--- config.mk ---
export PLATFORM = sky130hd
export DESIGN_NAME = mem_access_unit_flat
export DESIGN_NICKNAME = d
export VERILOG_FILES = /design/src/rtl/mem_pkg.sv /design/src/rtl/mem_access_unit_if.sv /design/src/rtl/mem_align.sv /design/src/rtl/mem_access_unit.sv /design/src/flat_wrapper.sv
export SDC_FILE = /design/constraint.sdc
export NUM_CORES = 1
export LEC_CHECK = 0
export CORE_MARGIN = 2
export CORE_UTILIZATION = 50
export CTS_CLUSTER_SIZE = 24
export DETAILED_ROUTE_END_ITERATION = 10
export GPL_TIMING_DRIVEN = 0
export PLACE_DENSITY = 0.8
export SYNTH_ARGS = -nofsm -noshare
export SYNTH_HDL_FRONTEND = slang
export SYNTH_SLANG_ARGS = --single-unit
--- constraint.sdc ---
create_clock -name clk -period 4.5 [get_ports clk]
set_input_delay 1.125 -clock clk [delete_from_list [all_inputs] [get_ports clk]]
set_output_delay 1.125 -clock clk [all_outputs]
set_load 0.005 [all_outputs]
--- src/rtl/mem_pkg.sv ---
// Shared codes for the L1 cache initiator: funct3 sizes, response errors, FSM encoding.
package mem_pkg;

  localparam logic [2:0] F3_B  = 3'b000;
  localparam logic [2:0] F3_H  = 3'b001;
  localparam logic [2:0] F3_W  = 3'b010;
  localparam logic [2:0] F3_BU = 3'b100;
  localparam logic [2:0] F3_HU = 3'b101;

  localparam logic [1:0] ERR_OK       = 2'b00;
  localparam logic [1:0] ERR_MISALIGN = 2'b01;
  localparam logic [1:0] ERR_TIMEOUT  = 2'b10;
  localparam logic [1:0] ERR_ILLEGAL  = 2'b11;

  localparam logic [1:0] S_IDLE = 2'b00;
  localparam logic [1:0] S_RD   = 2'b01;
  localparam logic [1:0] S_WR   = 2'b10;
  localparam logic [1:0] S_RESP = 2'b11;

  localparam logic MEM_SEL_ROM = 1'b0;
  localparam logic MEM_SEL_RAM = 1'b1;

  // Illegal encoding outranks misalignment when both apply.
  function automatic logic [1:0] access_check(input logic wr, input logic [2:0] f3,
                                              input logic [1:0] off);
    logic illegal, mis;
    illegal = wr ? (f3 > F3_W) : (f3 == 3'b011 || f3 == 3'b110 || f3 == 3'b111);
    mis     = (f3[1:0] == 2'b01 && off[0]) || (f3 == F3_W && off != 2'b00);
    return illegal ? ERR_ILLEGAL : (mis ? ERR_MISALIGN : ERR_OK);
  endfunction

endpackage

--- src/rtl/mem_access_unit_if.sv ---
// CPU request/response and cache-port signals of the memory access unit.
interface mem_access_unit_if;
  logic        req_valid, req_ready, req_write;
  logic [2:0]  req_funct3;
  logic [31:0] req_addr, req_wdata;
  logic        resp_valid;
  logic [31:0] resp_rdata;
  logic [1:0]  resp_err;
  logic        mem_write_enable, mem_read_enable;
  logic [31:0] mem_address, mem_data_in, mem_data_out;
  logic        mem_cache_ready;

  modport master (
    input  req_valid, req_write, req_funct3, req_addr, req_wdata, mem_data_out, mem_cache_ready,
    output req_ready, resp_valid, resp_rdata, resp_err,
           mem_write_enable, mem_read_enable, mem_address, mem_data_in
  );

  modport slave (
    output req_valid, req_write, req_funct3, req_addr, req_wdata, mem_data_out, mem_cache_ready,
    input  req_ready, resp_valid, resp_rdata, resp_err,
           mem_write_enable, mem_read_enable, mem_address, mem_data_in
  );
endinterface

--- src/rtl/mem_align.sv ---
// Combinational lane logic: load extract/extend and sub-word store merge into a cache word.
module mem_align
  import mem_pkg::*;
(
  input  logic [2:0]  funct3_i,
  input  logic [1:0]  off_i,
  input  logic [31:0] word_i,
  input  logic [31:0] wdata_i,
  output logic [31:0] load_o,
  output logic [31:0] store_o
);

  logic [4:0]  bsh, hsh;
  logic [7:0]  b;
  logic [15:0] h;

  assign bsh = {off_i, 3'b000};
  assign hsh = {off_i[1], 4'b0000};
  assign b   = 8'(word_i >> bsh);
  assign h   = 16'(word_i >> hsh);

  always_comb begin
    load_o  = word_i;
    store_o = wdata_i;
    case (funct3_i)
      F3_B:    load_o = {{24{b[7]}}, b};
      F3_BU:   load_o = {24'b0, b};
      F3_H:    load_o = {{16{h[15]}}, h};
      F3_HU:   load_o = {16'b0, h};
      default: load_o = word_i;
    endcase
    case (funct3_i)
      F3_B:    store_o = (word_i & ~(32'h0000_00FF << bsh)) | ({24'b0, wdata_i[7:0]} << bsh);
      F3_H:    store_o = (word_i & ~(32'h0000_FFFF << hsh)) | ({16'b0, wdata_i[15:0]} << hsh);
      default: store_o = wdata_i;
    endcase
  end

endmodule

--- src/rtl/mem_access_unit.sv ---
// L1 cache initiator: one load/store at a time, RMW for sub-word stores, bounded wait on cache_ready.
module mem_access_unit
  import mem_pkg::*;
#(
  parameter int unsigned TIMEOUT_CYCLES = 255
) (
  input logic               clk,
  input logic               reset_n,
  mem_access_unit_if.master bus
);

  logic [1:0]  st_q, st_d, err_q, err_d, chk;
  logic [2:0]  f3_q, f3_d;
  logic        wr_q, wr_d, timeout;
  logic [31:0] addr_q, addr_d, data_q, data_d, rdata_q, rdata_d, cnt_q, cnt_d;
  logic [31:0] ld_data, st_word;

  mem_align u_align (
    .funct3_i (f3_q),
    .off_i    (addr_q[1:0]),
    .word_i   (bus.mem_data_out),
    .wdata_i  (data_q),
    .load_o   (ld_data),
    .store_o  (st_word)
  );

  assign chk     = access_check(bus.req_write, bus.req_funct3, bus.req_addr[1:0]);
  assign timeout = (TIMEOUT_CYCLES != 0) && (cnt_q + 32'd1 == TIMEOUT_CYCLES);

  always_comb begin
    st_d    = st_q;
    err_d   = err_q;
    f3_d    = f3_q;
    wr_d    = wr_q;
    addr_d  = addr_q;
    data_d  = data_q;
    rdata_d = rdata_q;
    cnt_d   = cnt_q;
    case (st_q)
      S_IDLE: if (bus.req_valid) begin
        addr_d  = bus.req_addr;
        wr_d    = bus.req_write;
        f3_d    = bus.req_funct3;
        data_d  = bus.req_wdata;
        rdata_d = '0;
        err_d   = chk;
        cnt_d   = '0;
        if (chk != ERR_OK)                             st_d = S_RESP;
        else if (bus.req_write && bus.req_funct3 == F3_W) st_d = S_WR;
        else                                           st_d = S_RD;
      end
      S_RD: if (bus.mem_cache_ready) begin
        cnt_d = '0;
        // data_q switches from raw store data to the merged word here
        if (wr_q) begin data_d = st_word; st_d = S_WR; end
        else      begin rdata_d = ld_data; st_d = S_RESP; end
      end else if (timeout) begin
        err_d = ERR_TIMEOUT;
        st_d  = S_RESP;
      end else begin
        cnt_d = cnt_q + 32'd1;
      end
      S_WR: if (bus.mem_cache_ready) begin
        st_d = S_RESP;
      end else if (timeout) begin
        err_d = ERR_TIMEOUT;
        st_d  = S_RESP;
      end else begin
        cnt_d = cnt_q + 32'd1;
      end
      default: st_d = S_IDLE;
    endcase
  end

  always_ff @(posedge clk or negedge reset_n) begin
    if (!reset_n) begin
      st_q    <= S_IDLE;
      err_q   <= ERR_OK;
      f3_q    <= '0;
      wr_q    <= 1'b0;
      addr_q  <= '0;
      data_q  <= '0;
      rdata_q <= '0;
      cnt_q   <= '0;
    end else begin
      st_q    <= st_d;
      err_q   <= err_d;
      f3_q    <= f3_d;
      wr_q    <= wr_d;
      addr_q  <= addr_d;
      data_q  <= data_d;
      rdata_q <= rdata_d;
      cnt_q   <= cnt_d;
    end
  end

  assign bus.req_ready        = (st_q == S_IDLE);
  assign bus.resp_valid       = (st_q == S_RESP);
  assign bus.resp_rdata       = (st_q == S_RESP) ? rdata_q : '0;
  assign bus.resp_err         = (st_q == S_RESP) ? err_q : ERR_OK;
  assign bus.mem_read_enable  = (st_q == S_RD);
  assign bus.mem_write_enable = (st_q == S_WR);
  assign bus.mem_address      = {addr_q[31:2], 2'b00};
  assign bus.mem_data_in      = (st_q == S_WR) ? data_q : '0;

endmodule
--- src/flat_wrapper.sv ---
// flat-port wrapper written by rule: the top's interface ports become plain ports
module mem_access_unit_flat import mem_pkg::*;
#(
  parameter int unsigned TIMEOUT_CYCLES = 255
)
  (clk, reset_n, bus_req_valid, bus_req_write, bus_req_funct3, bus_req_addr, bus_req_wdata, bus_mem_data_out, bus_mem_cache_ready, bus_req_ready, bus_resp_valid, bus_resp_rdata, bus_resp_err, bus_mem_write_enable, bus_mem_read_enable, bus_mem_address, bus_mem_data_in);
  mem_access_unit_if bus_i ();
  input logic clk;
  input logic reset_n;
  input wire logic [$bits(bus_i.req_valid)-1:0] bus_req_valid;
  input wire logic [$bits(bus_i.req_write)-1:0] bus_req_write;
  input wire logic [$bits(bus_i.req_funct3)-1:0] bus_req_funct3;
  input wire logic [$bits(bus_i.req_addr)-1:0] bus_req_addr;
  input wire logic [$bits(bus_i.req_wdata)-1:0] bus_req_wdata;
  input wire logic [$bits(bus_i.mem_data_out)-1:0] bus_mem_data_out;
  input wire logic [$bits(bus_i.mem_cache_ready)-1:0] bus_mem_cache_ready;
  output wire logic [$bits(bus_i.req_ready)-1:0] bus_req_ready;
  output wire logic [$bits(bus_i.resp_valid)-1:0] bus_resp_valid;
  output wire logic [$bits(bus_i.resp_rdata)-1:0] bus_resp_rdata;
  output wire logic [$bits(bus_i.resp_err)-1:0] bus_resp_err;
  output wire logic [$bits(bus_i.mem_write_enable)-1:0] bus_mem_write_enable;
  output wire logic [$bits(bus_i.mem_read_enable)-1:0] bus_mem_read_enable;
  output wire logic [$bits(bus_i.mem_address)-1:0] bus_mem_address;
  output wire logic [$bits(bus_i.mem_data_in)-1:0] bus_mem_data_in;
  assign bus_i.req_valid = bus_req_valid;
  assign bus_i.req_write = bus_req_write;
  assign bus_i.req_funct3 = bus_req_funct3;
  assign bus_i.req_addr = bus_req_addr;
  assign bus_i.req_wdata = bus_req_wdata;
  assign bus_i.mem_data_out = bus_mem_data_out;
  assign bus_i.mem_cache_ready = bus_mem_cache_ready;
  assign bus_req_ready = bus_i.req_ready;
  assign bus_resp_valid = bus_i.resp_valid;
  assign bus_resp_rdata = bus_i.resp_rdata;
  assign bus_resp_err = bus_i.resp_err;
  assign bus_mem_write_enable = bus_i.mem_write_enable;
  assign bus_mem_read_enable = bus_i.mem_read_enable;
  assign bus_mem_address = bus_i.mem_address;
  assign bus_mem_data_in = bus_i.mem_data_in;
  mem_access_unit #(.TIMEOUT_CYCLES(TIMEOUT_CYCLES)) u_core (.clk(clk), .reset_n(reset_n), .bus(bus_i));
endmodule
==> results of run 1 <==
## cell usage after synthesis, types with 4 or more instances
cell type                  number  share of area [%]
sky130_fd_sc_hd__dfrtp_1      136                 42
sky130_fd_sc_hd__nand2_1      105                4.8
sky130_fd_sc_hd__o21ai_0       94                5.7
sky130_fd_sc_hd__and2_1        70                5.3
sky130_fd_sc_hd__a21oi_1       55                3.4
sky130_fd_sc_hd__clkbuf_1      54                2.5
sky130_fd_sc_hd__nor2_1        51                2.3
sky130_fd_sc_hd__mux2_2        44                6.0
sky130_fd_sc_hd__nand3_1       36                2.2
sky130_fd_sc_hd__buf_4         33                3.0
sky130_fd_sc_hd__nand4_1       25                1.9
sky130_fd_sc_hd__o31ai_1       23                2.1
sky130_fd_sc_hd__nand2b_1      21                1.6
sky130_fd_sc_hd__a22o_1        17                1.8
sky130_fd_sc_hd__mux2i_1       16                2.0
sky130_fd_sc_hd__and3_1        11               0.84
sky130_fd_sc_hd__xnor2_1       11                1.2
sky130_fd_sc_hd__inv_1         10               0.46
sky130_fd_sc_hd__nor2b_1       10               0.76
sky130_fd_sc_hd__nor3_1        10               0.61
sky130_fd_sc_hd__o22ai_1       10               0.76
sky130_fd_sc_hd__a22oi_1        9               0.82
sky130_fd_sc_hd__ha_1           7                1.1
sky130_fd_sc_hd__nor4_1         7               0.53
sky130_fd_sc_hd__xor2_1         7               0.75
sky130_fd_sc_hd__a21o_1         5               0.46
sky130_fd_sc_hd__buf_1          5               0.23
sky130_fd_sc_hd__buf_2          5               0.31
sky130_fd_sc_hd__or4_1          5               0.46
sky130_fd_sc_hd__a31oi_1        4               0.31
sky130_fd_sc_hd__and4_1         4               0.43
## critical path, stage by stage
cell and delay [ns]:
sky130_fd_sc_hd__clkdlybuf4s50_1 0.51, sky130_fd_sc_hd__nand2b_1 0.22, sky130_fd_sc_hd__o21ai_0 0.18, sky130_fd_sc_hd__a21o_1 0.18
sky130_fd_sc_hd__clkbuf_1 0.22, sky130_fd_sc_hd__inv_1 0.10, sky130_fd_sc_hd__nand2_1 0.16, sky130_fd_sc_hd__a31oi_1 0.25
sky130_fd_sc_hd__a21boi_1 0.59, sky130_fd_sc_hd__clkbuf_1 0.39, sky130_fd_sc_hd__a22o_1 0.20
## worst paths after layout
path / startpoint / endpoint / cells after the start
worst max register to register: u_core.cnt_q[0] / u_core.cnt_q[0] / 11
worst max-delay path: bus_req_valid / u_core.rdata_q[24] / 11
worst min-delay path: u_core.data_q[21] / u_core.data_q[21] / 2
min in group asynchronous: reset_n / u_core.data_q[29] / 1
worst min register to register: u_core.data_q[21] / u_core.data_q[21] / 2
max in group asynchronous: reset_n / u_core.addr_q[8] / 2
## power breakdown
part | leakage, nW | total, mW | switching [mW] | internal (mW)
logic | 2.58 | 3.27 | 1.73 | 1.54
registers | 1.75 | 1.95 | 0.301 | 1.65
clock network | 0.305 | 1.53 | 0.558 | 0.976
## cells in the final DEF, fill, tap and decap left out, types with 21 or more instances in the layout
cell type and count:
sky130_fd_sc_hd__a21oi_1 55, sky130_fd_sc_hd__and2_1 70, sky130_fd_sc_hd__buf_4 33, sky130_fd_sc_hd__clkbuf_1 54
sky130_fd_sc_hd__clkdlybuf4s50_1 202, sky130_fd_sc_hd__dfrtp_1 136, sky130_fd_sc_hd__mux2_2 44, sky130_fd_sc_hd__nand2_1 105
sky130_fd_sc_hd__nand2b_1 21, sky130_fd_sc_hd__nand3_1 36, sky130_fd_sc_hd__nand4_1 25, sky130_fd_sc_hd__nor2_1 51
sky130_fd_sc_hd__o21ai_0 94, sky130_fd_sc_hd__o31ai_1 23
## metrics by stage
step | hold WS (ns) | TNS [ns]
floorplan | 0.431 | 0
global placement | 0.455 | -432.78
detailed placement | 0.458 | 0
CTS | 0.470 | 0
global route | 0.491 | 0
finish | 0.474 | 0
## routing by layer
metal / GRT usage [%] / vias up / share of wire [%]
met1: 38.8 / 3848 / 41
met2: 50.4 / 430 / 48
met3: 7.00 / 73 / 7.9
met5: 0 / - / 0
met4: 11.9 / 0 / 3.3
li1: - / 3712 / -
## area by class of cell
class	instances	area, sq um	area share [%]
Sequential cell	136	3400	30.5
Clock inverter	13	203	1.82
Inverter	10	37.5	0.337
Clock buffer	17	425	3.81
Buffer	98	505	4.53
Tap cell	216	270	2.42
Multi-Input combinational cell	690	4250	38.1
Timing Repair Buffer	204	2060	18.5
## logic make-up (layout without fill, tap and decap cells)
kind of cell / count (synthesis) / in the layout
other: 1 / 2
multiplexers: 61 / 61
AND/OR/NAND/NOR: 364 / 364
XOR/XNOR: 18 / 18
adder cells (fa/ha/maj): 7 / 7
buffers and inverters: 108 / 342
AO/OA/AOI/OAI: 238 / 238
flip-flops: 136 / 136
==> metrics.txt, run 1 <==
# TYPE chip_impl_metric gauge
chip_impl_metric{name="synth_warnings",unit=""} 0
chip_impl_metric{name="cts.reportedPaths.clkPinSlew",unit="ns"} 0.06
chip_impl_metric{name="initialDrtViolationCount",unit=""} 810
chip_impl_metric{name="routed-via-count",unit=""} 8063
chip_impl_metric{name="multiplexer_share_of_the_synthesized_area",unit="%"} 8.28
chip_impl_info{name="grt_setup_unrepaired",value="no"} 1
chip_impl_metric{name="core_area",unit="sq um"} 15900
chip_impl_metric{name="globalRouteTotalUtil",unit="%"} 30.4
chip_impl_metric{name="start_util",unit="%"} 51.4
chip_impl_metric{name="dpl-instance-area",unit="sq um"} 10500
chip_impl_metric{name="yosys.area_share.simple",unit="%"} 22.8
chip_impl_info{name="synth_top_flop_cell",value="sky130_fd_sc_hd__dfrtp_1"} 1
chip_impl_metric{name="wl_per_cell",unit="um"} 19.2
chip_impl_metric{name="synth.cell_area",unit="sq um"} 8190
chip_impl_metric{name="grt_first_pass_wirelength",unit="um"} 41900
chip_impl_metric{name="drtPass1Iterations",unit=""} 5
chip_impl_metric{name="synth_async_sr_flop_share",unit="%"} 100
chip_impl_metric{name="antenna_violations_before_repair",unit=""} 0
chip_impl_metric{name="totalPowerFinal",unit="mW"} 6.76
chip_impl_metric{name="vias_per_cell",unit=""} 5.83
chip_impl_metric{name="max_clock_buf_depth",unit=""} 2
chip_impl_metric{name="syn-mean-instance-area",unit="sq um"} 8.78
chip_impl_metric{name="die_h",unit="um"} 132
chip_impl_metric{name="global_route_total_overflow",unit=""} 0
chip_impl_metric{name="skew",unit="ns"} 0.00490
chip_impl_metric{name="post_drt_antenna_nets",unit=""} 0
chip_impl_metric{name="final_net_count",unit=""} 1268
chip_impl_metric{name="final_core_utilization",unit="%"} 70.0
chip_impl_metric{name="cts_max_level",unit=""} 4
chip_impl_metric{name="max_ir_drop_vdd",unit="V"} 0.000375
chip_impl_metric{name="worst-endpoint-arrival",unit="ns"} 4.14
chip_impl_metric{name="setup_viol",unit=""} 0
chip_impl_metric{name="max_slew.worst_pin.slew",unit="ns"} 0.781
chip_impl_metric{name="p_leak",unit="nW"} 4.63
chip_impl_metric{name="timing_max_transition_violations_final",unit=""} 0
chip_impl_metric{name="antenna-diode-count",unit=""} 0
chip_impl_metric{name="fp.dieArea",unit="sq um"} 17400
chip_impl_metric{name="layout_worst_path_cycle_share",unit="%"} 83.9
chip_impl_metric{name="final_cells",unit=""} 1384
chip_impl_info{name="tightest_hold_check_type",value="flip-flop to flip-flop"} 1
chip_impl_metric{name="synth_edf_count",unit=""} 0
chip_impl_metric{name="via_count_of_the_first_global_routing_pass",unit=""} 7791
chip_impl_info{name="clockRootBuffer",value="sky130_fd_sc_hd__clkbuf_16"} 1
chip_impl_metric{name="timing.final.hold_violations",unit=""} 0
chip_impl_metric{name="largest_net_degree_at_the_start_of_global_routing",unit=""} 89
chip_impl_metric{name="syn-instance-count",unit=""} 933
chip_impl_info{name="cts_tree",value="built"} 1
chip_impl_info{name="end_kind",value="flip-flop"} 1
chip_impl_metric{name="route.detailed.drc",unit=""} 0
chip_impl_metric{name="design.portCount",unit=""} 206
chip_impl_metric{name="power_per_cell_area",unit="nW/um^2"} 606
chip_impl_metric{name="synth_compound_area_share",unit="%"} 17.7
chip_impl_metric{name="fp.dieW",unit="um"} 132
chip_impl_metric{name="placement_rows",unit=""} 46
chip_impl_metric{name="routabilityCongestion",unit=""} 0.934
chip_impl_metric{name="synth_sequential_area_ratio",unit="%"} 41.6
chip_impl_metric{name="clk-insertion-delay-late",unit="ns"} 0.42
chip_impl_metric{name="clock_sink_count",unit=""} 136
chip_impl_metric{name="distinct_cell_type_count_after_synthesis",unit=""} 57
chip_impl_metric{name="slew_headroom",unit="%"} 47.5
chip_impl_metric{name="number_of_setup_buffers_added_after_cts",unit=""} 0
chip_impl_info{name="type_of_the_worst_setup_path",value="input pin to flip-flop"} 1
chip_impl_metric{name="cts_repair_resize_count",unit=""} 0
chip_impl_metric{name="place.port_buffers",unit=""} 203
chip_impl_metric{name="area_growth_syn_to_layout",unit="%"} 36.2
chip_impl_info{name="largest_family_of_logic_cells_by_synthesized_area",value="simple AND/OR/NAND/NOR gates"} 1
chip_impl_metric{name="hold_fix_buffers_cts",unit=""} 0
chip_impl_metric{name="postRouteWirelength",unit="um"} 26500
chip_impl_metric{name="fmax",unit="GHz"} 0.265
chip_impl_metric{name="synthXorXnorAreaFrac",unit="%"} 1.92
chip_impl_metric{name="worst-path-max-fanout",unit=""} 10
chip_impl_metric{name="fillerInstances",unit=""} 1316
chip_impl_metric{name="dpl_worst_slack",unit="ns"} 0.354
chip_impl_metric{name="hpwl",unit="um"} 19900
chip_impl_metric{name="final_period_minus_worst_setup_slack",unit="ns"} 3.78
chip_impl_metric{name="ys_seq_elements",unit=""} 136
chip_impl_metric{name="max-cap-violations",unit=""} 0
chip_impl_metric{name="setup.reg_to_reg.worst_slack",unit="ns"} 0.77
chip_impl_metric{name="synth_fa_ha_area_share",unit="%"} 1.07
chip_impl_metric{name="dp_cells",unit=""} 1354
chip_impl_metric{name="required",unit="ns"} 4.86
chip_impl_metric{name="final_area",unit="sq um"} 11200
chip_impl_info{name="status",value="completed"} 1
chip_impl_metric{name="drive_gt1_share",unit="%"} 10.7
chip_impl_info{name="critPathLaunchType",value="input pin"} 1
chip_impl_metric{name="setup_slack",unit="ns"} 0.723
chip_impl_metric{name="cts_buffers",unit=""} 17
Power figures use the tool's default switching activity.
==> run 2, diff against run 1 <==
--- a/config.mk
+++ b/config.mk
@@ -6,11 +6,11 @@
 export NUM_CORES = 1
 export LEC_CHECK = 0
 export CORE_MARGIN = 2
-export CORE_UTILIZATION = 50
+export CORE_UTILIZATION = 45
 export CTS_CLUSTER_SIZE = 24
 export DETAILED_ROUTE_END_ITERATION = 10
 export GPL_TIMING_DRIVEN = 0
-export PLACE_DENSITY = 0.8
+export PLACE_DENSITY = 0.76
 export SYNTH_ARGS = -nofsm -noshare
 export SYNTH_HDL_FRONTEND = slang
 export SYNTH_SLANG_ARGS = --single-unit
==> constraint.sdc (replaced) <==
create_clock -name clk -period 3.1 [get_ports clk]
set_input_delay 0.775 -clock clk [delete_from_list [all_inputs] [get_ports clk]]
set_output_delay 0.775 -clock clk [all_outputs]
set_load 0.005 [all_outputs]
==> metrics.txt, run 2 (synthesis gave the netlist of run 1 again) <==
# TYPE chip_impl_metric gauge
chip_impl_metric{name="routed-via-count",unit=""} 8115
chip_impl_metric{name="cts.reportedPaths.clkPinSlew",unit="ns"} 0.06
chip_impl_metric{name="layout_worst_path_cycle_share",unit="%"} 99.2
chip_impl_metric{name="fp.dieW",unit="um"} 139
chip_impl_metric{name="timing_max_transition_violations_final",unit=""} 0
chip_impl_info{name="end_kind",value="primary output"} 1
chip_impl_metric{name="start_util",unit="%"} 45.8
chip_impl_metric{name="core_area",unit="sq um"} 17900
chip_impl_metric{name="sequential_cell_area",unit="sq um"} 3410
chip_impl_metric{name="fp.dieArea",unit="sq um"} 19300
chip_impl_metric{name="required",unit="ns"} 2.32
chip_impl_metric{name="cp.buffers_inverters",unit=""} 3
chip_impl_metric{name="slew_headroom",unit="%"} 51.6
chip_impl_info{name="layout.cells.most_common",value="sky130_fd_sc_hd__clkdlybuf4s50_1"} 1
chip_impl_info{name="slowest_stage",value="sky130_fd_sc_hd__clkdlybuf4s50_1"} 1
chip_impl_metric{name="setup_viol",unit=""} 0
chip_impl_info{name="clockRootBuffer",value="sky130_fd_sc_hd__clkbuf_16"} 1
chip_impl_metric{name="globalRouteTotalUtil",unit="%"} 27.9
chip_impl_metric{name="global_route_total_overflow",unit=""} 0
chip_impl_info{name="cp_cell_sequence",value="inv_1 -> ha_2 -> clkbuf_2 -> and2_1 -> clkdlybuf4s50_1"} 1
chip_impl_metric{name="via_count_of_the_first_global_routing_pass",unit=""} 7705
chip_impl_metric{name="cts_max_level",unit=""} 4
chip_impl_metric{name="clock_sink_count",unit=""} 136
chip_impl_metric{name="final.hold.worst_slack",unit="ns"} 0.282
chip_impl_metric{name="multi_input_gate_area",unit="sq um"} 4380
chip_impl_metric{name="antenna_violations_before_repair",unit=""} 0
chip_impl_metric{name="totalNegativeSetupSlack",unit="ns"} 0
chip_impl_metric{name="design.portCount",unit=""} 206
chip_impl_info{name="type_of_the_worst_setup_path",value="flip-flop to primary output"} 1
chip_impl_metric{name="skew",unit="ns"} 0.00842
chip_impl_metric{name="dpl-instance-area",unit="sq um"} 10600
chip_impl_info{name="tightest_hold_check_type",value="input pin to async pin"} 1
chip_impl_metric{name="worst-path-max-fanout",unit=""} 10
chip_impl_metric{name="grt_util_met2",unit="%"} 44.9
chip_impl_metric{name="max_ir_drop_vdd",unit="V"} 0.000543
chip_impl_metric{name="antenna-diode-count",unit=""} 0
chip_impl_metric{name="vias_per_cell",unit=""} 5.75
chip_impl_metric{name="power_per_cell_area",unit="nW/um^2"} 852
chip_impl_metric{name="setup_slack",unit="ns"} 0.0240
chip_impl_metric{name="routabilityCongestion",unit=""} 0.962
chip_impl_metric{name="drtPass1Iterations",unit=""} 6
chip_impl_metric{name="post_drt_antenna_nets",unit=""} 0
chip_impl_info{name="layout.cells.most_common_list",value="sky130_fd_sc_hd__clkdlybuf4s50_1, sky130_fd_sc_hd__dfrtp_1, sky130_fd_sc_hd__nand2_1"} 1
chip_impl_info{name="cts_tree",value="built"} 1
chip_impl_info{name="status",value="completed"} 1
chip_impl_metric{name="drive_gt1_share",unit="%"} 14.7
chip_impl_info{name="critPathLaunchType",value="flip-flop"} 1
chip_impl_metric{name="hpwl",unit="um"} 20000
chip_impl_metric{name="clk-insertion-delay-late",unit="ns"} 0.43
chip_impl_metric{name="global_route.usage.met3",unit="%"} 6.70
chip_impl_metric{name="max-cap-violations",unit=""} 0
chip_impl_metric{name="dpl_worst_slack",unit="ns"} -0.724
chip_impl_metric{name="cpPeakStageDelay",unit="ns"} 0.51
chip_impl_metric{name="largest_net_degree_at_the_start_of_global_routing",unit=""} 88
chip_impl_info{name="grt-busiest-layer",value="met2"} 1
chip_impl_metric{name="fillerInstances",unit=""} 1543
chip_impl_metric{name="worst-endpoint-arrival",unit="ns"} 2.30
chip_impl_metric{name="cts_buffers",unit=""} 17
chip_impl_metric{name="route.detailed.drc",unit=""} 0
chip_impl_metric{name="wl_per_cell",unit="um"} 19.0
chip_impl_metric{name="placement_rows",unit=""} 49
chip_impl_metric{name="grt_util_met1",unit="%"} 36.9
chip_impl_metric{name="p_leak",unit="nW"} 4.77
chip_impl_metric{name="area_growth_syn_to_layout",unit="%"} 39.6
chip_impl_metric{name="timing.final.hold_violations",unit=""} 0
chip_impl_metric{name="fmax",unit="GHz"} 0.325
chip_impl_metric{name="die_h",unit="um"} 139
chip_impl_metric{name="final_area",unit="sq um"} 11400
chip_impl_metric{name="max_slew.worst_pin.slew",unit="ns"} 0.719
chip_impl_info{name="cp_top_family",value="buffers and inverters"} 1
chip_impl_metric{name="place.port_buffers",unit=""} 203
chip_impl_metric{name="totalPowerFinal",unit="mW"} 9.75
chip_impl_metric{name="final_period_minus_worst_setup_slack",unit="ns"} 3.08
chip_impl_metric{name="max_clock_buf_depth",unit=""} 2
chip_impl_metric{name="grt_first_pass_wirelength",unit="um"} 42500
chip_impl_metric{name="postRouteWirelength",unit="um"} 26900
chip_impl_metric{name="initialDrtViolationCount",unit=""} 730
chip_impl_info{name="grt_setup_unrepaired",value="yes"} 1
chip_impl_metric{name="final_net_count",unit=""} 1281
==> run 2: cell count changes in the layout (fill, tap and decap cells not counted), moves of 3 or more <==
| cell | change |
|---|---|
| sky130_fd_sc_hd__or4_4 | +4 |
| sky130_fd_sc_hd__or4_1 | -4 |
| sky130_fd_sc_hd__dfrtp_1 | -5 |
| sky130_fd_sc_hd__ha_1 | -3 |
| sky130_fd_sc_hd__nor4_1 | -4 |
| sky130_fd_sc_hd__clkbuf_2 | +6 |
| sky130_fd_sc_hd__clkinv_2 | -3 |
| sky130_fd_sc_hd__ha_2 | +3 |
| sky130_fd_sc_hd__dfrtp_2 | +5 |
| sky130_fd_sc_hd__buf_4 | +16 |
| sky130_fd_sc_hd__clkbuf_1 | -11 |
==> run 2: path summary, 6_finish.rpt <==
| kind | to | slack, ns | startpoint | cells past startpoint |
|---|---|---|---|---|
| max | bus_mem_data_in[1] | 0.02 | u_core.st_q[0] | 5 |
| max in group asynchronous | u_core.cnt_q[6] | 1.99 | reset_n | 2 |
| min reg2reg | u_core.data_q[21] | 0.48 | u_core.data_q[21] | 2 |
| min | u_core.data_q[21] | 0.28 | reset_n | 1 |
| max reg2reg | u_core.cnt_q[0] | 0.03 | u_core.cnt_q[11] | 11 |
| min in group clk | u_core.data_q[21] | 0.48 | u_core.data_q[21] | 2 |
==> run 2: layout make-up <==
type	count	area share (%)
sequential	136	29.8
buffer	95	4.73
inverter	10	0.328
clock inverter	13	1.48
timing repair buffer	220	19.1
tap	229	2.51
multi-input combinational	690	38.3
clock buffer	19	3.79
==> run 2: worst reg2reg max path, cell delays in order, from the launching register on <==
cell and delay, ns:
sky130_fd_sc_hd__dfrtp_1 0.37, sky130_fd_sc_hd__buf_8 0.14, sky130_fd_sc_hd__nand3_1 0.10, sky130_fd_sc_hd__or4_4 0.53, sky130_fd_sc_hd__buf_8 0.14, sky130_fd_sc_hd__or4_4 0.45
sky130_fd_sc_hd__xor2_2 0.18, sky130_fd_sc_hd__nand4_1 0.11, sky130_fd_sc_hd__or4_4 0.51, sky130_fd_sc_hd__buf_6 0.16, sky130_fd_sc_hd__nand3_1 0.07, sky130_fd_sc_hd__a21bo_1 0.21
==> run 2: routing by layer <==
metal  vias to the layer above  wire length, um
li1                       3744                -
met5                         -                0
met4                         0              809
met1                      3889            11000
met3                        60             2410
met2                       422            12700
==> run 2: repair_timing <==
action                     CTS  global route
gates resized for setup     26            22
setup endpoints to repair   79            62
pin swaps                    5             1
buffers inserted             5            10
hold buffers                 0             0
cloned                       0             1
==> run 2: per-stage QoR <==
step,util [%],std cells
after floorplan,-,934
after global placement,58.8,1366
after detailed placement,59.0,1367
after CTS,63.1,1402
after global routing,63.9,1412
final,63.9,1412
==> run 2: power by group <==
group | switching, mW | internal [mW] | leakage, nW
clock | 0.840 | 1.27 | 0.281
sequential | 0.419 | 2.40 | 1.74
combinational | 2.54 | 2.28 | 2.75
==> run 3, diff against run 2 <==
--- a/config.mk
+++ b/config.mk
@@ -6,11 +6,12 @@
 export NUM_CORES = 1
 export LEC_CHECK = 0
 export CORE_MARGIN = 2
-export CORE_UTILIZATION = 45
+export CORE_UTILIZATION = 47
 export CTS_CLUSTER_SIZE = 24
 export DETAILED_ROUTE_END_ITERATION = 10
 export GPL_TIMING_DRIVEN = 0
-export PLACE_DENSITY = 0.76
+export PLACE_DENSITY = 0.77
 export SYNTH_ARGS = -nofsm -noshare
 export SYNTH_HDL_FRONTEND = slang
+export SYNTH_HIERARCHICAL = 1
 export SYNTH_SLANG_ARGS = --single-unit
==> metrics.txt, run 3 <==
# TYPE chip_impl_metric gauge
chip_impl_metric{name="drive_gt1_share",unit="%"} 15.2
chip_impl_metric{name="grt_util_met2",unit="%"} 44.5
chip_impl_info{name="layout.cells.most_common_list",value="sky130_fd_sc_hd__clkdlybuf4s50_1, sky130_fd_sc_hd__nand2_1, sky130_fd_sc_hd__dfrtp_1"} 1
chip_impl_metric{name="core_area",unit="sq um"} 18800
chip_impl_metric{name="synth_warnings",unit=""} 6
chip_impl_metric{name="clk-insertion-delay-late",unit="ns"} 0.43
chip_impl_metric{name="route.detailed.drc",unit=""} 0
chip_impl_metric{name="largest_net_degree_at_the_start_of_global_routing",unit=""} 84
chip_impl_metric{name="drtPass1Iterations",unit=""} 6
chip_impl_metric{name="totalNegativeSetupSlack",unit="ns"} 0
chip_impl_metric{name="synth_sequential_area_ratio",unit="%"} 37.6
chip_impl_metric{name="cpPeakStageDelay",unit="ns"} 0.45
chip_impl_info{name="slowest_stage",value="sky130_fd_sc_hd__nor4_4"} 1
chip_impl_metric{name="grt_util_met1",unit="%"} 35.8
chip_impl_metric{name="fp.dieW",unit="um"} 143
chip_impl_metric{name="post_drt_antenna_nets",unit=""} 0
chip_impl_metric{name="final_area",unit="sq um"} 12300
chip_impl_metric{name="synth_edf_count",unit=""} 0
chip_impl_metric{name="hpwl",unit="um"} 21100
chip_impl_metric{name="routed-via-count",unit=""} 8979
chip_impl_metric{name="wl_per_cell",unit="um"} 18.6
chip_impl_info{name="synth_top_flop_cell",value="sky130_fd_sc_hd__dfrtp_1"} 1
chip_impl_metric{name="layout_worst_path_cycle_share",unit="%"} 97.2
chip_impl_metric{name="vias_per_cell",unit=""} 5.78
chip_impl_metric{name="final_period_minus_worst_setup_slack",unit="ns"} 3.01
chip_impl_metric{name="syn-mean-instance-area",unit="sq um"} 8.68
chip_impl_metric{name="die_h",unit="um"} 143
chip_impl_metric{name="postRouteWirelength",unit="um"} 28900
chip_impl_metric{name="antenna_violations_before_repair",unit=""} 3
chip_impl_metric{name="slew_headroom",unit="%"} 44.7
chip_impl_metric{name="cts.reportedPaths.clkPinSlew",unit="ns"} 0.07
chip_impl_metric{name="max-cap-violations",unit=""} 0
chip_impl_metric{name="cts_buffers",unit=""} 17
chip_impl_metric{name="final_net_count",unit=""} 1389
chip_impl_metric{name="global_route.usage.met3",unit="%"} 6.07
chip_impl_metric{name="syn-instance-count",unit=""} 1044
chip_impl_metric{name="cp.buffers_inverters",unit=""} 4
chip_impl_info{name="largest_cells_by_area_after_synthesis",value="sky130_fd_sc_hd__dfrtp_1, sky130_fd_sc_hd__mux2_2, sky130_fd_sc_hd__nand2_1"} 1
chip_impl_metric{name="dpl-instance-area",unit="sq um"} 11500
chip_impl_metric{name="fp.dieArea",unit="sq um"} 20400
chip_impl_metric{name="dpl_worst_slack",unit="ns"} -0.456
chip_impl_info{name="critPathLaunchType",value="flip-flop"} 1
chip_impl_metric{name="skew",unit="ns"} 0.0120
chip_impl_metric{name="final_core_utilization",unit="%"} 65.2
chip_impl_metric{name="routabilityCongestion",unit=""} 0.945
chip_impl_info{name="type_of_the_worst_setup_path",value="flip-flop to flip-flop"} 1
chip_impl_metric{name="design.portCount",unit=""} 206
chip_impl_info{name="cp_top_family",value="simple AND/OR/NAND/NOR gates"} 1
chip_impl_metric{name="p_leak",unit="nW"} 5.03
chip_impl_info{name="synth_largest_area_cell",value="sky130_fd_sc_hd__dfrtp_1"} 1
chip_impl_metric{name="distinct_cell_type_count_after_synthesis",unit=""} 71
chip_impl_metric{name="worst-endpoint-arrival",unit="ns"} 3.32
chip_impl_info{name="grt-busiest-layer",value="met2"} 1
chip_impl_metric{name="setup_slack",unit="ns"} 0.0853
chip_impl_metric{name="max_clock_buf_depth",unit=""} 2
chip_impl_metric{name="synth.cell_area",unit="sq um"} 9060
chip_impl_metric{name="worst-path-max-fanout",unit=""} 11
chip_impl_metric{name="globalRouteTotalUtil",unit="%"} 27.7
chip_impl_metric{name="worstRegToRegCells",unit=""} 12
chip_impl_metric{name="grt_first_pass_wirelength",unit="um"} 44100
chip_impl_metric{name="place.port_buffers",unit=""} 203
chip_impl_metric{name="max_slew.worst_pin.slew",unit="ns"} 0.827
chip_impl_info{name="tightest_hold_check_type",value="input pin to async pin"} 1
chip_impl_metric{name="placement_rows",unit=""} 50
chip_impl_metric{name="global_route_total_overflow",unit=""} 0
chip_impl_metric{name="ys_seq_elements",unit=""} 136
chip_impl_metric{name="cts_max_level",unit=""} 4
chip_impl_metric{name="setup_viol",unit=""} 0
chip_impl_info{name="crit_start",value="u_core/cnt_q[2]"} 1
chip_impl_info{name="r2r_start",value="u_core/cnt_q[2]"} 1
chip_impl_info{name="status",value="completed"} 1
chip_impl_info{name="end_kind",value="flip-flop"} 1
chip_impl_metric{name="clock_sink_count",unit=""} 136
chip_impl_metric{name="area_growth_syn_to_layout",unit="%"} 35.4
chip_impl_metric{name="timing_max_transition_violations_final",unit=""} 0
chip_impl_metric{name="timing.final.hold_violations",unit=""} 0
chip_impl_metric{name="synth_async_sr_flop_share",unit="%"} 100
chip_impl_metric{name="synth_largest_type_area_fraction",unit="%"} 37.6
chip_impl_metric{name="via_count_of_the_first_global_routing_pass",unit=""} 8315
chip_impl_metric{name="fmax",unit="GHz"} 0.332
chip_impl_info{name="synth.most_common_cell",value="sky130_fd_sc_hd__nand2_1"} 1
chip_impl_metric{name="totalPowerFinal",unit="mW"} 11.2
chip_impl_metric{name="start_util",unit="%"} 48.1
chip_impl_info{name="cts_tree",value="built"} 1
chip_impl_metric{name="crit_cells",unit=""} 12
chip_impl_info{name="cp_cell_sequence",value="clkbuf_4 -> nand4_1 -> nor4_4 -> buf_4 -> nand3_1 -> mux2i_1 -> nand4_1 -> nor4_4 -> nand2b_4 -> buf_6 -> clkbuf_16 -> o211ai_2"} 1
chip_impl_info{name="post_synth_most_frequent_cells",value="sky130_fd_sc_hd__nand2_1, sky130_fd_sc_hd__dfrtp_1, sky130_fd_sc_hd__nor2_1"} 1
chip_impl_metric{name="initialDrtViolationCount",unit=""} 941
chip_impl_info{name="clockRootBuffer",value="sky130_fd_sc_hd__clkbuf_16"} 1
chip_impl_metric{name="required",unit="ns"} 3.40
chip_impl_info{name="layout.cells.most_common",value="sky130_fd_sc_hd__clkdlybuf4s50_1"} 1
chip_impl_metric{name="max_ir_drop_vdd",unit="V"} 0.000484
chip_impl_metric{name="power_per_cell_area",unit="nW/um^2"} 909
run 3: cell types whose count changed in the layout (fill, tap and decap cells not counted), moves of 11 or more:
cell and delta:
sky130_fd_sc_hd__nand2_1 +39, sky130_fd_sc_hd__mux2i_1 +33, sky130_fd_sc_hd__nor2_1 +31, sky130_fd_sc_hd__o21ai_0 -21, sky130_fd_sc_hd__o31ai_1 -17, sky130_fd_sc_hd__a221o_1 +15, sky130_fd_sc_hd__nand2b_1 -15, sky130_fd_sc_hd__nand4_1 -11
run 3: metal layers:
metal	wire [um]	share of wire, %
met2	13800	48
met3	2510	8.7
met4	1170	4.0
met5	0	0
met1	11500	40
run 3: cells by family after synthesis:
group | share of synthesized area, %
AOI/OAI and AO/OA | 16.3
xor gates and xnor gates | 1.45
adders and majority gates | 0.966
buffers and inverters | 7.23
DFF | 37.6
muxes | 12.1
other | 0.0414
and+or+nand+nor | 24.4
run 3: worst paths after layout:
check / endpoint / slack, ns
max reg2reg: u_core/cnt_q[15] / 0.09
min reg2reg: u_core/rdata_q[5] / 0.48
min: u_core/data_q[21] / 0.30
min in group clk: u_core/rdata_q[5] / 0.48
max in group asynchronous: u_core/cnt_q[25] / 2.00
max: u_core/cnt_q[15] / 0.09
run 3: repair_timing:
item	4_1_cts	5_1_grt
buffers inserted	4	5
resized for setup	9	27
pin swaps	2	7
gates cloned	0	1
hold buffers	0	0
setup endpoints to repair	84	69
run 3: area by class of cell:
cell class / count / area (sq um)
Multi-Input combinational cell: 782 / 5100
Clock inverter: 14 / 158
Antenna cell: 3 / 7.51
Clock buffer: 18 / 439
Sequential cell: 136 / 3410
Tap cell: 260 / 325
Fill cell: 1549 / 6560
Buffer: 116 / 639
Inverter: 11 / 41.3
Timing Repair Buffer: 214 / 2150
run 3: stage by stage:
step / hold WS, ns / cells
floorplan: 0.442 / 1045
global placement: 0.460 / 1508
detailed placement: 0.463 / 1509
CTS: 0.313 / 1545
global route: 0.340 / 1553
finish: 0.301 / 1554
run 3: power breakdown:
group | switching, mW | internal, mW | leakage, nW
Sequential | 0.524 | 2.37 | 1.70
Combinational | 3.19 | 3.02 | 3.04
Clock | 0.891 | 1.16 | 0.291
run 3: worst reg2reg max path: stages, from the launching register on:
cell	delay, ns
sky130_fd_sc_hd__dfrtp_1	0.32
sky130_fd_sc_hd__clkbuf_4	0.18
sky130_fd_sc_hd__nand4_1	0.20
sky130_fd_sc_hd__nor4_4	0.30
sky130_fd_sc_hd__buf_4	0.22
sky130_fd_sc_hd__nand3_1	0.14
sky130_fd_sc_hd__mux2i_1	0.26
sky130_fd_sc_hd__nand4_1	0.23
sky130_fd_sc_hd__nor4_4	0.45
sky130_fd_sc_hd__nand2b_4	0.21
sky130_fd_sc_hd__buf_6	0.16
sky130_fd_sc_hd__clkbuf_16	0.17
sky130_fd_sc_hd__o211ai_2	0.07
